`src/rtl/ghostbus_byte_host_pkg.sv`:
```
`default_nettype none
// ============================================================================
// Module      : ghostbus_byte_host_pkg
// Description : Shared definitions for the ghostbus byte-stream host bridge.
//               Holds the command byte codes, the FSM state encoding and the
//               byte-count helper used to size the address/data fields.
// Contents    : CMD_WR, CMD_RD, ST_* state codes, state_t, nbytes()
// Revision    : 1.0 - initial release
// ============================================================================
package ghostbus_byte_host_pkg;

  // Command bytes recognised in IDLE.
  localparam logic [7:0] CMD_WR = 8'h80;
  localparam logic [7:0] CMD_RD = 8'h00;

  // State encoding.
  localparam logic [2:0] ST_IDLE  = 3'd0;
  localparam logic [2:0] ST_ADDR  = 3'd1;
  localparam logic [2:0] ST_WDATA = 3'd2;
  localparam logic [2:0] ST_WSTB  = 3'd3;
  localparam logic [2:0] ST_RSTB  = 3'd4;
  localparam logic [2:0] ST_RWAIT = 3'd5;
  localparam logic [2:0] ST_RSEND = 3'd6;

  typedef enum logic [2:0] {
    IDLE  = ST_IDLE,
    ADDR  = ST_ADDR,
    WDATA = ST_WDATA,
    WSTB  = ST_WSTB,
    RSTB  = ST_RSTB,
    RWAIT = ST_RWAIT,
    RSEND = ST_RSEND
  } state_t;

  // Number of bytes needed to carry a W-bit field (W is a multiple of 8).
  function automatic int nbytes(input int w);
    return w / 8;
  endfunction

endpackage
`default_nettype wire

```
`src/rtl/ghostbus_byte_host_if.sv`:
```
`default_nettype none
// ============================================================================
// Module      : ghostbus_byte_host_if
// Description : Bundles the inbound byte stream, outbound byte stream and the
//               single-beat ghostbus signals of the byte host bridge.
// Ports       : in_data/in_valid/in_ready   - command byte stream (to host)
//               out_data/out_valid/out_ready - read-data byte stream (from host)
//               gb_addr/gb_wdata/gb_we/gb_re/gb_rdata - ghostbus
// Modports    : master - the bridge side; slave - the environment side
// Revision    : 1.0 - initial release
// ============================================================================
interface ghostbus_byte_host_if #(
  parameter int AW = 24,
  parameter int DW = 32
);
  logic [7:0]    in_data;
  logic          in_valid;
  logic          in_ready;
  logic [7:0]    out_data;
  logic          out_valid;
  logic          out_ready;
  logic [AW-1:0] gb_addr;
  logic [DW-1:0] gb_wdata;
  logic          gb_we;
  logic          gb_re;
  logic [DW-1:0] gb_rdata;

  modport master (
    input  in_data, in_valid, out_ready, gb_rdata,
    output in_ready, out_data, out_valid, gb_addr, gb_wdata, gb_we, gb_re
  );

  modport slave (
    output in_data, in_valid, out_ready, gb_rdata,
    input  in_ready, out_data, out_valid, gb_addr, gb_wdata, gb_we, gb_re
  );
endinterface
`default_nettype wire

```
`src/rtl/ghostbus_byte_host_ser.sv`:
```
`default_nettype none
// ============================================================================
// Module      : gb_byte_ser
// Description : DW-bit to byte-stream serializer, MSB byte first. A load
//               captures a word and raises out_valid; each out_valid&out_ready
//               handshake shifts one byte out. done pulses combinationally in
//               the cycle of the final handshake, and out_valid drops on that
//               same edge.
// Ports       : clk, rst (async, active high)
//               load, load_data     - capture a new word
//               out_data, out_valid, out_ready - byte stream
//               done                - final-byte handshake in this cycle
// Revision    : 1.0 - initial release
// ============================================================================
module gb_byte_ser
  import ghostbus_byte_host_pkg::*;
#(
  parameter int DW = 32
) (
  input  logic          clk,
  input  logic          rst,
  input  logic          load,
  input  logic [DW-1:0] load_data,
  input  logic          out_ready,
  output logic [7:0]    out_data,
  output logic          out_valid,
  output logic          done
);

  localparam int NB = nbytes(DW);
  localparam int CW = $clog2(NB + 1);

  logic [DW-1:0] r_sh;
  logic [CW-1:0] r_left;
  logic          r_valid;
  logic          w_hs;
  logic          w_last;

  assign w_hs      = r_valid & out_ready;
  assign w_last    = (r_left == CW'(1));
  assign done      = w_hs & w_last;
  assign out_valid = r_valid;
  assign out_data  = r_sh[DW-1 -: 8];

  always_ff @(posedge clk or posedge rst) begin
    if (rst) begin
      r_sh    <= '0;
      r_left  <= '0;
      r_valid <= 1'b0;
    end else if (load) begin
      r_sh    <= load_data;
      r_left  <= CW'(NB);
      r_valid <= 1'b1;
    end else if (w_hs) begin
      r_sh   <= r_sh << 8;
      r_left <= r_left - CW'(1);
      if (w_last) begin
        r_valid <= 1'b0;
      end
    end
  end

endmodule
`default_nettype wire

```
`src/rtl/ghostbus_byte_host.sv`:
```
`default_nettype none
// ============================================================================
// Module      : ghostbus_byte_host
// Description : Host-side ghostbus master. Parses a byte stream of
//               [cmd][addr MSB..LSB]([data MSB..LSB]) packets into single-beat
//               ghostbus writes (cmd 0x80) and reads (cmd 0x00); read data is
//               returned MSB byte first on the outbound stream. Unknown
//               command bytes are dropped and counted (saturating).
// Ports       : clk, rst (async assert, active high)
//               bus     - ghostbus_byte_host_if.master (streams + ghostbus)
//               busy    - high whenever the FSM is not IDLE
//               err_cnt - rejected command bytes, saturates at 255
// Revision    : 1.0 - initial release
// ============================================================================
module ghostbus_byte_host
  import ghostbus_byte_host_pkg::*;
#(
  parameter int AW     = 24,
  parameter int DW     = 32,
  parameter int RD_LAT = 2
) (
  input  logic                 clk,
  input  logic                 rst,
  ghostbus_byte_host_if.master bus,
  output logic                 busy,
  output logic [7:0]           err_cnt
);

  localparam int NA   = nbytes(AW);
  localparam int NW   = nbytes(DW);
  localparam int NMAX = (NA > NW) ? NA : NW;
  localparam int BCW  = $clog2(NMAX + 1);

  state_t         r_state;
  state_t         w_next;

  logic [AW-1:0]  r_addr;
  logic [DW-1:0]  r_wdata;
  logic [BCW-1:0] r_bcnt;
  logic           r_is_wr;
  logic [3:0]     r_lat;
  logic [7:0]     r_err;

  logic           w_in_ready;
  logic           w_we;
  logic           w_re;
  logic           w_busy;
  logic           w_accept;
  logic           w_cmd_ok;
  logic           w_addr_last;
  logic           w_data_last;
  logic           w_ser_load;
  logic           w_ser_done;

  assign w_accept    = bus.in_valid & w_in_ready;
  assign w_cmd_ok    = (bus.in_data == CMD_WR) || (bus.in_data == CMD_RD);
  assign w_addr_last = (r_bcnt == BCW'(NA - 1));
  assign w_data_last = (r_bcnt == BCW'(NW - 1));
  // The read latency counter reaches zero in cycle T+RD_LAT, which is the
  // cycle whose closing edge must capture gb_rdata.
  assign w_ser_load  = (r_state == RWAIT) && (r_lat == 4'd0);

  // --------------------------------------------------------------------------
  // State register
  // --------------------------------------------------------------------------
  always_ff @(posedge clk or posedge rst) begin
    if (rst) begin
      r_state <= IDLE;
    end else begin
      r_state <= w_next;
    end
  end

  // --------------------------------------------------------------------------
  // Next state and state-decoded outputs. Strobes decode straight from the
  // state register so an asynchronous reset kills them immediately.
  // --------------------------------------------------------------------------
  always_comb begin
    w_next     = r_state;
    w_in_ready = 1'b0;
    w_we       = 1'b0;
    w_re       = 1'b0;
    w_busy     = 1'b1;
    case (r_state)
      IDLE: begin
        w_in_ready = 1'b1;
        w_busy     = 1'b0;
        if (w_accept && w_cmd_ok) begin
          w_next = ADDR;
        end
      end
      ADDR: begin
        w_in_ready = 1'b1;
        if (w_accept && w_addr_last) begin
          w_next = r_is_wr ? WDATA : RSTB;
        end
      end
      WDATA: begin
        w_in_ready = 1'b1;
        if (w_accept && w_data_last) begin
          w_next = WSTB;
        end
      end
      WSTB: begin
        w_we   = 1'b1;
        w_next = IDLE;
      end
      RSTB: begin
        w_re   = 1'b1;
        w_next = RWAIT;
      end
      RWAIT: begin
        if (r_lat == 4'd0) begin
          w_next = RSEND;
        end
      end
      RSEND: begin
        if (w_ser_done) begin
          w_next = IDLE;
        end
      end
      default: begin
        w_next = IDLE;
      end
    endcase
  end

  // --------------------------------------------------------------------------
  // Datapath: address/data deserializers, byte counter, latency counter and
  // the rejected-command counter.
  // --------------------------------------------------------------------------
  always_ff @(posedge clk or posedge rst) begin
    if (rst) begin
      r_addr  <= '0;
      r_wdata <= '0;
      r_bcnt  <= '0;
      r_is_wr <= 1'b0;
      r_lat   <= 4'd0;
      r_err   <= 8'd0;
    end else begin
      case (r_state)
        IDLE: begin
          if (w_accept) begin
            r_bcnt <= '0;
            if (w_cmd_ok) begin
              r_is_wr <= (bus.in_data == CMD_WR);
            end else if (r_err != 8'hFF) begin
              r_err <= r_err + 8'd1;
            end
          end
        end
        ADDR: begin
          if (w_accept) begin
            // AW/8 shifts fully overwrite the previous address.
            r_addr <= (r_addr << 8) | AW'(bus.in_data);
            r_bcnt <= w_addr_last ? '0 : r_bcnt + BCW'(1);
          end
        end
        WDATA: begin
          if (w_accept) begin
            r_wdata <= (r_wdata << 8) | DW'(bus.in_data);
            r_bcnt  <= w_data_last ? '0 : r_bcnt + BCW'(1);
          end
        end
        RSTB: begin
          r_lat <= 4'(RD_LAT - 1);
        end
        RWAIT: begin
          if (r_lat != 4'd0) begin
            r_lat <= r_lat - 4'd1;
          end
        end
        default: begin
        end
      endcase
    end
  end

  // --------------------------------------------------------------------------
  // Read-data return path
  // --------------------------------------------------------------------------
  gb_byte_ser #(
    .DW (DW)
  ) u_ser (
    .clk       (clk),
    .rst       (rst),
    .load      (w_ser_load),
    .load_data (bus.gb_rdata),
    .out_ready (bus.out_ready),
    .out_data  (bus.out_data),
    .out_valid (bus.out_valid),
    .done      (w_ser_done)
  );

  assign bus.in_ready = w_in_ready;
  assign bus.gb_addr  = r_addr;
  assign bus.gb_wdata = r_wdata;
  assign bus.gb_we    = w_we;
  assign bus.gb_re    = w_re;
  assign busy         = w_busy;
  assign err_cnt      = r_err;

endmodule
`default_nettype wire
```
`src/flat_wrapper.sv`:
```
// flat-port wrapper written by rule: the top's interface ports become plain ports
module ghostbus_byte_host_flat import ghostbus_byte_host_pkg::*;
#(
  parameter int AW     = 24,
  parameter int DW     = 32,
  parameter int RD_LAT = 2
)
  (clk, rst, busy, err_cnt, bus_in_data, bus_in_valid, bus_out_ready, bus_gb_rdata, bus_in_ready, bus_out_data, bus_out_valid, bus_gb_addr, bus_gb_wdata, bus_gb_we, bus_gb_re);
  ghostbus_byte_host_if #(.AW(AW), .DW(DW)) bus_i ();
  input  logic clk;
  input  logic rst;
  output logic busy;
  output logic [7:0] err_cnt;
  input wire logic [$bits(bus_i.in_data)-1:0] bus_in_data;
  input wire logic [$bits(bus_i.in_valid)-1:0] bus_in_valid;
  input wire logic [$bits(bus_i.out_ready)-1:0] bus_out_ready;
  input wire logic [$bits(bus_i.gb_rdata)-1:0] bus_gb_rdata;
  output wire logic [$bits(bus_i.in_ready)-1:0] bus_in_ready;
  output wire logic [$bits(bus_i.out_data)-1:0] bus_out_data;
  output wire logic [$bits(bus_i.out_valid)-1:0] bus_out_valid;
  output wire logic [$bits(bus_i.gb_addr)-1:0] bus_gb_addr;
  output wire logic [$bits(bus_i.gb_wdata)-1:0] bus_gb_wdata;
  output wire logic [$bits(bus_i.gb_we)-1:0] bus_gb_we;
  output wire logic [$bits(bus_i.gb_re)-1:0] bus_gb_re;
  assign bus_i.in_data = bus_in_data;
  assign bus_i.in_valid = bus_in_valid;
  assign bus_i.out_ready = bus_out_ready;
  assign bus_i.gb_rdata = bus_gb_rdata;
  assign bus_in_ready = bus_i.in_ready;
  assign bus_out_data = bus_i.out_data;
  assign bus_out_valid = bus_i.out_valid;
  assign bus_gb_addr = bus_i.gb_addr;
  assign bus_gb_wdata = bus_i.gb_wdata;
  assign bus_gb_we = bus_i.gb_we;
  assign bus_gb_re = bus_i.gb_re;
  ghostbus_byte_host #(.AW(AW), .DW(DW), .RD_LAT(RD_LAT)) u_core (.clk(clk), .rst(rst), .bus(bus_i), .busy(busy), .err_cnt(err_cnt));
endmodule
```
`config.mk`:
```
export PLATFORM = sky130hd
export DESIGN_NAME = ghostbus_byte_host_flat
export DESIGN_NICKNAME = d
export VERILOG_FILES = /design/src/rtl/ghostbus_byte_host_pkg.sv /design/src/rtl/ghostbus_byte_host_if.sv /design/src/rtl/ghostbus_byte_host_ser.sv /design/src/rtl/ghostbus_byte_host.sv /design/src/flat_wrapper.sv
export SDC_FILE = /design/constraint.sdc
export NUM_CORES = 1
export LEC_CHECK = 0
export ABC_AREA = 1
export BUFFER_PORTS_ARGS = -buffer_cell sky130_fd_sc_hd__buf_2
export CORE_UTILIZATION = 43
export DETAILED_ROUTE_END_ITERATION = 16
export PLACE_DENSITY = 0.69
export SYNTH_ARGS = -nofsm -noshare
export SYNTH_HDL_FRONTEND = slang
export SYNTH_SLANG_ARGS = --single-unit
```
`constraint.sdc`:
```
create_clock -name clk -period 4.2 [get_ports clk]
set_clock_uncertainty 0.2 [all_clocks]
set_input_delay 0 -clock clk [delete_from_list [all_inputs] [get_ports clk]]
set_output_delay 0 -clock clk [all_outputs]
set_load 0.1 [all_outputs]
```
==> results of run 1 <==
-- Yosys cell counts (2+ instances only) --
master    instances
nand3_1          25
nand4_1           5
dfrtp_1         111
o21ai_1          13
o21ai_0          52
mux2_2            8
a21oi_1          37
xnor2_1           2
buf_6             3
nor2_2            2
inv_1            56
buf_4            10
ha_1              8
buf_2            15
inv_2             4
xor2_1            4
nand2_2           2
clkbuf_1          3
nand2_1         110
nor3_1            5
nor2_1           54
a22o_1            8
-- logic make-up after synthesis --
family / count (synthesis) / synth area share (%)
simple gates: 207 / 17.73
compound gates: 112 / 12.10
flops: 111 / 56.55
buf+inv: 92 / 8.685
mux: 8 / 1.834
fa+ha+maj: 8 / 2.038
xor+xnor: 6 / 1.070
-- layer usage --
layer  up-vias  wire (um)  global-route usage, %
li1       2043          -                      -
met1      1933       5042                  25.10
met2       124       5103                  30.91
met3        21        523                  3.766
met4         0        206                  6.853
met5         -          0                      0
-- worst paths after layout --
check | endpoint | slack, ns | cells after the start
worst max-delay path | u_core.r_is_wr | 1.50 | 8
worst min-delay path | u_core.u_ser.r_sh[4] | 0.20 | 3
worst max register to register | u_core.r_is_wr | 1.50 | 8
worst min register to register | u_core.u_ser.r_left[1] | 0.28 | 2
max in group asynchronous | u_core.bus.gb_wdata[9] | 2.62 | 4
min in group asynchronous | u_core.r_is_wr | 0.25 | 3
-- timing repair --
action | CTS | global route
endpoints found under the setup margin | 0 | 0
hold endpoints to repair | 145 | 0
hold buffers | 45 | 0
-- cell type report --
class                   instances  area share, %
inverters                      61          3.733
multi-input cells             341          27.25
repair buffers                168          17.13
well taps                     140          2.794
clock buffers                   9          3.593
clock inverters                 7          1.198
flip-flops and latches        111          44.31
-- through the flow --
stage          std cells  cell area, um2  utilization, %  worst slack (ns)  hold WS [ns]
2_1_floorplan        544            4912               -             1.069      -0.06703
3_3_place_gp         776            5518           50.24             2.102       0.02098
3_5_place_dp         776            5518           50.24             2.010       0.02643
4_1_cts              837            6269           57.07             1.548        0.1915
5_1_grt              837            6269           57.07             1.303        0.2057
6_report             837            6269           57.07             1.503        0.2010
-- state kept, by name, summed over array words and instances (netlist names) --
register                count
u_core.u_ser.r_left         3
u_core.bus.gb_wdata        32
u_core.bus.gb_addr         24
u_core.u_ser.r_sh          32
u_core.r_lat                4
u_core.err_cnt              8
u_core.r_state              3
u_core.r_is_wr              1
u_core.u_ser.out_valid      1
u_core.r_bcnt               3
-- worst register-to-register path: stages, from the launching register on --
cell	delay (ns)
dfrtp_1	0.48
inv_2	0.15
nand2_1	0.09
nor2_2	0.24
nand3_1	0.16
nor2_1	0.11
dlygate4sd3_1	0.56
a21oi_1	0.04
dlygate4sd3_1	0.55
==> flow_summary.yaml, run 1 <==
floorplan:
  fp.dieArea_um2: 11850
  io_pins: 121
  row_count: 38
  core_area_um2: 10980
  start_util_pct: 44.73
  dieWidth_um: 108.9
  die_y_um: 108.9
grt:
  antenna_found_initial: 0
  grt_max_degree: 85
  grt_overflow_total: 0
  grt_pass1_vias: 3913
  grt_use_total_pct: 18.98
  grt_pass1_wl_um: 17710
synthesis:
  synthArstFlopShare_pct: 100.0
  post-synth-top-area-cell: "dfrtp_1"
  ys_ff_latch: 111
  netlist_area_um2: 4912
  synth_edf_count: 0
  yosysWarnings: 0
  yosys.area.top_type_share_pct: 56.55
  ys.flop_type: "dfrtp_1"
  yosysUniqueCellTypes: 29
  syn-instance-count: 544
  syn_area_per_cell_um2: 9.030
  seq_area_frac_synth_pct: 56.55
  synth_nets: 596
  synth_area_leaders: "dfrtp_1 57%, nand2_1 8.4%, o21ai_0 5.3%, inv_1 4.3%, nor2_1 4.1%"
layout:
  area_growth_syn_to_layout_pct: 27.61
  diodes: 0
  final_nets: 744
  multi_input_area_um2: 1708
  fillCellCount: 977
  final_common_cell: "buf_2"
  final_cell_mix: "120 x buf_2, 111 x dfrtp_1, 110 x nand2_1"
  drive_above_1_share_pct: 22.96
  ff_latch_area_um2: 2778
sta:
  tightest_slew_ns: 1.030
  finalSetupViolCount: 0
  rsz0062_at_grt: "false"
  drv_slew: 0
  post-route-period-util_pct: 64.20
  period_minus_slack_ns: 2.697
  fmax_mhz: 370.8
  slew_headroom_pct: 31.35
  tns_ns: 0
  hold_violations: 0
routing:
  antenna_left: 0
  vias: 4121
  drc: 0
  routed_wl_um: 10880
  drtPass1Iterations: 4
  avgRoutedWirePerCell_um: 12.99
  drt_iter0_markers: 275
  via_per_inst: 4.924
place:
  place.gp.congestion: 0.7914
  hpwlAfterDp_um: 7181
  port_buffers: 120
clock_tree:
  clk_latency_ns: 0.35
  cts_resized: 0
  cts.sinks: 111
  cts_tree: "done"
  cts_root_buffer: "clkbuf_16"
  numCtsBuffers: 9
  clk_pin_slew_worst_paths_ns: 0.08
  cts.htree.levels: 3
  postCtsSetupRepairBufs: 0
  cts_buffer_depth: 2
status:
  status: "complete, no violations"
worst_setup_path:
  crit_start: "u_core.r_state[2]"
  path_cells: "inv_2, nand2_1, nor2_2, nand3_1, nor2_1, dlygate4sd3_1, a21oi_1, dlygate4sd3_1"
  crit_fanout: 8
  critPathBufInv: 3
  arrival_ns: 2.73
  critical_path_required_ns: 4.23
  end_kind: "flop"
  worstSetupStartpointType: "flop"
  critPathMostFrequentCell: "dlygate4sd3_1"
  r2r-start: "u_core.r_state[2]"
  crit_slowest_cell: "dlygate4sd3_1"
  crit_type: "flop to flop"
  critPathMaxStageDelay_ns: 0.56
  path_delay_family: "buffers and inverters"
min_path:
  hold_path.class: "input pin to flop"
  min_from: "bus_gb_rdata[4]"
flow_run:
  drv_cap: 0
Power of run 1 is not shown: default switching activity piles up to over one toggle a cycle in this logic, so the estimate is an artifact.
==> inputs of run 2 (changes only) <==
Settings changed: PLACE_DENSITY 0.69 to 0.71.
Clock period 4.2 ns to 2.4 ns, I/O delays scaled along.
==> run 2 against run 1 <==
Compared with the run above: critical path depth fell by 1; first-iteration DRC count rose by 18%; maximum frequency rose by 31%; non-clock buffer count rose by 2; count of clock-buffer cells in the layout rose by 1; cell area rose by 0.98%.
==> flow_summary.yaml, run 2 (synthesis gave the netlist of run 1 again) <==
status:
  status: "complete, no violations"
layout:
  final_common_cell: "buf_2"
  fillCellCount: 934
  diodes: 0
  final_nets: 746
  final_cell_mix: "120 x buf_2, 111 x dfrtp_1, 110 x nand2_1"
  fin_util_pct: 57.63
  area_growth_syn_to_layout_pct: 28.86
  drive_above_1_share_pct: 23.07
  final_area_um2: 6330
clock_tree:
  clk_pin_slew_worst_paths_ns: 0.07
  clk_latency_ns: 0.35
  cts.htree.levels: 3
  cts.sinks: 111
  postCtsSetupRepairBufs: 0
  cts_tree: "done"
  numCtsBuffers: 9
  cts_root_buffer: "clkbuf_16"
  cts_buffer_depth: 2
flow_run:
  drv_cap: 0
sta:
  fmax_mhz: 484.9
  tightest_slew_ns: 0.5962
  drv_slew: 0
  hold_violations: 0
  finalSetupViolCount: 0
  period_minus_slack_ns: 2.062
  tns_ns: 0
  post-route-period-util_pct: 85.93
  rsz0062_at_grt: "false"
  slew_headroom_pct: 60.26
floorplan:
  fp.dieArea_um2: 11850
  start_util_pct: 44.73
  dieWidth_um: 108.9
  core_area_um2: 10980
  row_count: 38
  die_y_um: 108.9
  io_pins: 121
routing:
  routed_wl_um: 11010
  drt_iter0_markers: 324
  antenna_left: 0
  vias: 4085
  drc: 0
  via_per_inst: 4.875
  drtPass1Iterations: 4
  avgRoutedWirePerCell_um: 13.14
worst_setup_path:
  critPathMaxStageDelay_ns: 0.55
  critical_path_required_ns: 2.45
  crit_fanout: 8
  reg2reg_depth: 7
  crit_type: "flop to flop"
  arrival_ns: 2.11
  worstSetupStartpointType: "flop"
  end_kind: "flop"
  crit_slowest_cell: "dlygate4sd3_1"
  path_cells: "inv_2, nand2_1, nor2_2, nand3_1, nor2_1, dlygate4sd3_1, a21oi_1"
grt:
  grt_overflow_total: 0
  grt_pass1_vias: 3875
  grt_max_degree: 112
  antenna_found_initial: 0
  grt_pass1_wl_um: 17820
  grt_use_total_pct: 19.58
place:
  hpwlAfterDp_um: 7235
  place.gp.congestion: 0.8564
  port_buffers: 120
  dpl_cell_area_um2: 5579
min_path:
  hold_path.class: "input pin to asynchronous set/reset pin"
[run 2: cell count changes in the layout (fill, tap and decap cells not counted), sizes merged, moves of 2 or more]
cell / before / now
clkinvlp: 0 / 2
buf: 123 / 126
inv: 65 / 61
clkinv: 3 / 1
bufinv: 0 / 2
[run 2: stage by stage]
step	setup WS (ns)	std cells	hold WS, ns
after floorplan	0.06742	544	-0.06703
after global placement	0.5472	779	0.02101
after detailed placement	0.4474	779	0.02711
after CTS	0.3255	838	0.1916
after global routing	0.1594	838	0.2166
final	0.3378	838	0.1482
[run 2: critical path, delay by kind of cell (launching register included)]
kind / cells / cell delay, ns
and+or+nand+nor: 4 / 0.55
AOI/OAI and AO/OA: 1 / 0.04
buffers and inverters: 2 / 0.69
DFF: 1 / 0.48
[run 2: path summary, 6_finish.rpt]
check	from	end	slack, ns
max in group asynchronous	rst	u_core.err_cnt[2]	1.41
hold / removal	rst	u_core.bus.gb_addr[19]	0.15
min in group clk	bus_gb_rdata[29]	u_core.u_ser.r_sh[29]	0.21
setup reg to reg	u_core.r_state[2]	u_core.r_is_wr	0.34
hold reg to reg	u_core.bus.gb_addr[20]	u_core.bus.gb_addr[20]	0.28
setup / recovery	u_core.r_state[2]	u_core.r_is_wr	0.34
[run 2: final cells by class]
cell class	instances	area, um2	share of cell area (%)
well taps	140	175.2	2.767
clock inverters	5	81.33	1.285
inverters	61	235.2	3.716
repair buffers	170	1124	17.75
multi-input cells	341	1708	26.98
flip-flops and latches	111	2778	43.88
clock buffers	10	229.0	3.617
[run 2: per-layer routing]
layer | wire length, um | GRT usage (%) | part of all wire (%)
met4 | 281 | 8.880 | 2.6
met3 | 546 | 5.081 | 5.0
met1 | 5006 | 24.95 | 45
met2 | 5180 | 31.22 | 47
met5 | 0 | 0 | 0
[run 2: repair_timing]
item | 4_1_cts | 5_1_grt
hold buffers | 44 | 0
gates resized for setup | 0 | 0
hold endpoints to repair | 178 | 0
Power of run 2 is left out for the same reason.
==> inputs of run 3 (changes only) <==
Settings changed: CORE_ASPECT_RATIO from default to 0.8, PLACE_DENSITY 0.71 to 0.69.
==> run 3 against run 2 <==
Compared with the run above: highest routed layer unchanged; sequential cell count unchanged; maximum frequency shrank 2.9%; non-clock buffer count is 2 higher; first-iteration DRC count up 2.5%; sequential share of layout area about the same; count of clock-buffer cells in the layout down 1; cell count grew 0.84%; core utilization hardly changed; die area about the same; largest cell class unchanged; global-route usage decreased by 0.44 points; cell area is essentially flat; worst hold slack better by 0.0079 ns.
==> flow_summary.yaml, run 3 (synthesis gave the netlist of run 1 again) <==
routing:
  antenna_left: 0
  vias: 4098
  drtPass1Iterations: 5
  routed_wl_um: 10870
  via_per_inst: 4.850
  avgRoutedWirePerCell_um: 12.87
  drt_iter0_markers: 332
  drc: 0
worst_setup_path:
  worstSetupStartpointType: "flop"
  arrival_ns: 2.16
  r2r_slack_ns: 0.28
  end_kind: "flop"
  crit_type: "flop to flop"
  critical_path_required_ns: 2.44
  crit_fanout: 8
grt:
  grt_pass1_wl_um: 17910
  grtUsageMet3_pct: 4.401
  gr-usage-met2_pct: 29.46
  grt_use_total_pct: 19.13
  gr-usage-met1_pct: 26.01
  antenna_found_initial: 0
  grt-busiest-layer: "met2"
  grt_overflow_total: 0
  grt_pass1_vias: 3797
  grt_max_degree: 69
clock_tree:
  cts.sinks: 111
  clk_latency_ns: 0.35
  cts_buffer_depth: 2
  numCtsBuffers: 9
  clk_pin_slew_worst_paths_ns: 0.08
  cts_tree: "done"
  cts_root_buffer: "clkbuf_16"
  cts.htree.levels: 3
sta:
  finalSetupViolCount: 0
  tightest_slew_ns: 0.8402
  tns_ns: 0
  fmax_mhz: 470.9
  rsz0062_at_grt: "false"
  hold_violations: 0
  post-route-period-util_pct: 88.48
  holdWs_ns: 0.1561
  period_minus_slack_ns: 2.124
  slew_headroom_pct: 43.99
  drv_slew: 0
min_path:
  hold_path.class: "input pin to asynchronous set/reset pin"
floorplan:
  start_util_pct: 44.76
  dieWidth_um: 121.5
  row_count: 34
  die_y_um: 97.60
  io_pins: 121
  fp.dieArea_um2: 11860
  core_area_um2: 10980
place:
  hpwlAfterDp_um: 7366
  placedCellCount: 785
  place.gp.congestion: 0.8492
  port_buffers: 120
layout:
  final_nets: 748
  fin_cells: 845
  drive_above_1_share_pct: 23.54
  final_common_cell: "buf_2"
  final_cell_mix: "120 x buf_2, 111 x dfrtp_1, 110 x nand2_1"
  diodes: 0
  fin_util_pct: 57.64
  area_growth_syn_to_layout_pct: 28.78
status:
  status: "complete, no violations"
flow_run:
  drv_cap: 0
[run 3: cell type report]
class | count | area [um2]
multi-input combinational | 341 | 1708
inverter | 61 | 235.2
sequential | 111 | 2778
tap | 144 | 180.2
timing repair buffer | 172 | 1126
fill | 955 | 4649
clock buffer | 9 | 225.2
clock inverter | 7 | 73.82
[run 3: final timing paths]
kind                                         start                      end  cells past startpoint
min in group clk                   bus_gb_rdata[4]     u_core.u_ser.r_sh[4]                      3
hold / removal                                 rst    u_core.u_ser.r_sh[31]                      4
max in group asynchronous                      rst         u_core.r_bcnt[2]                      4
setup reg to reg                 u_core.r_state[2]           u_core.r_is_wr                      7
hold reg to reg            u_core.bus.gb_wdata[31]  u_core.bus.gb_wdata[31]                      2
setup / recovery                 u_core.r_state[2]           u_core.r_is_wr                      7
[run 3: layer usage]
metal / part of all wire, % / wire, um / up-vias
li1: - / - / 2049
met1: 47 / 5125 / 1904
met2: 46 / 4979 / 124
met3: 4.9 / 528 / 21
met4: 2.2 / 241 / 0
met5: 0 / 0 / -
[run 3: stage by stage]
step	cell area, um2	worst slack, ns
after floorplan	4916	0.06742
after global placement	5587	0.5670
after global routing	6326	0.1339
after detailed placement	5587	0.5044
after CTS	6326	0.2878
final	6326	0.2764
[run 3: critical path, stage by stage, from the launching register on]
cell and delay (ns):
dfrtp_1 0.48, inv_2 0.14, nand2_1 0.09, nor2_2 0.25
nand3_1 0.14, nor2_1 0.10, dlygate4sd3_1 0.55, a21oi_1 0.05
[run 3: what timing repair did]
action | in CTS | in global routing
setup endpoints to repair | 0 | 0
buffers inserted | 0 | 0
hold endpoints to repair | 177 | 0
gates resized for setup | 0 | 0
hold buffers | 44 | 0
Power of run 3 is left out for the same reason.
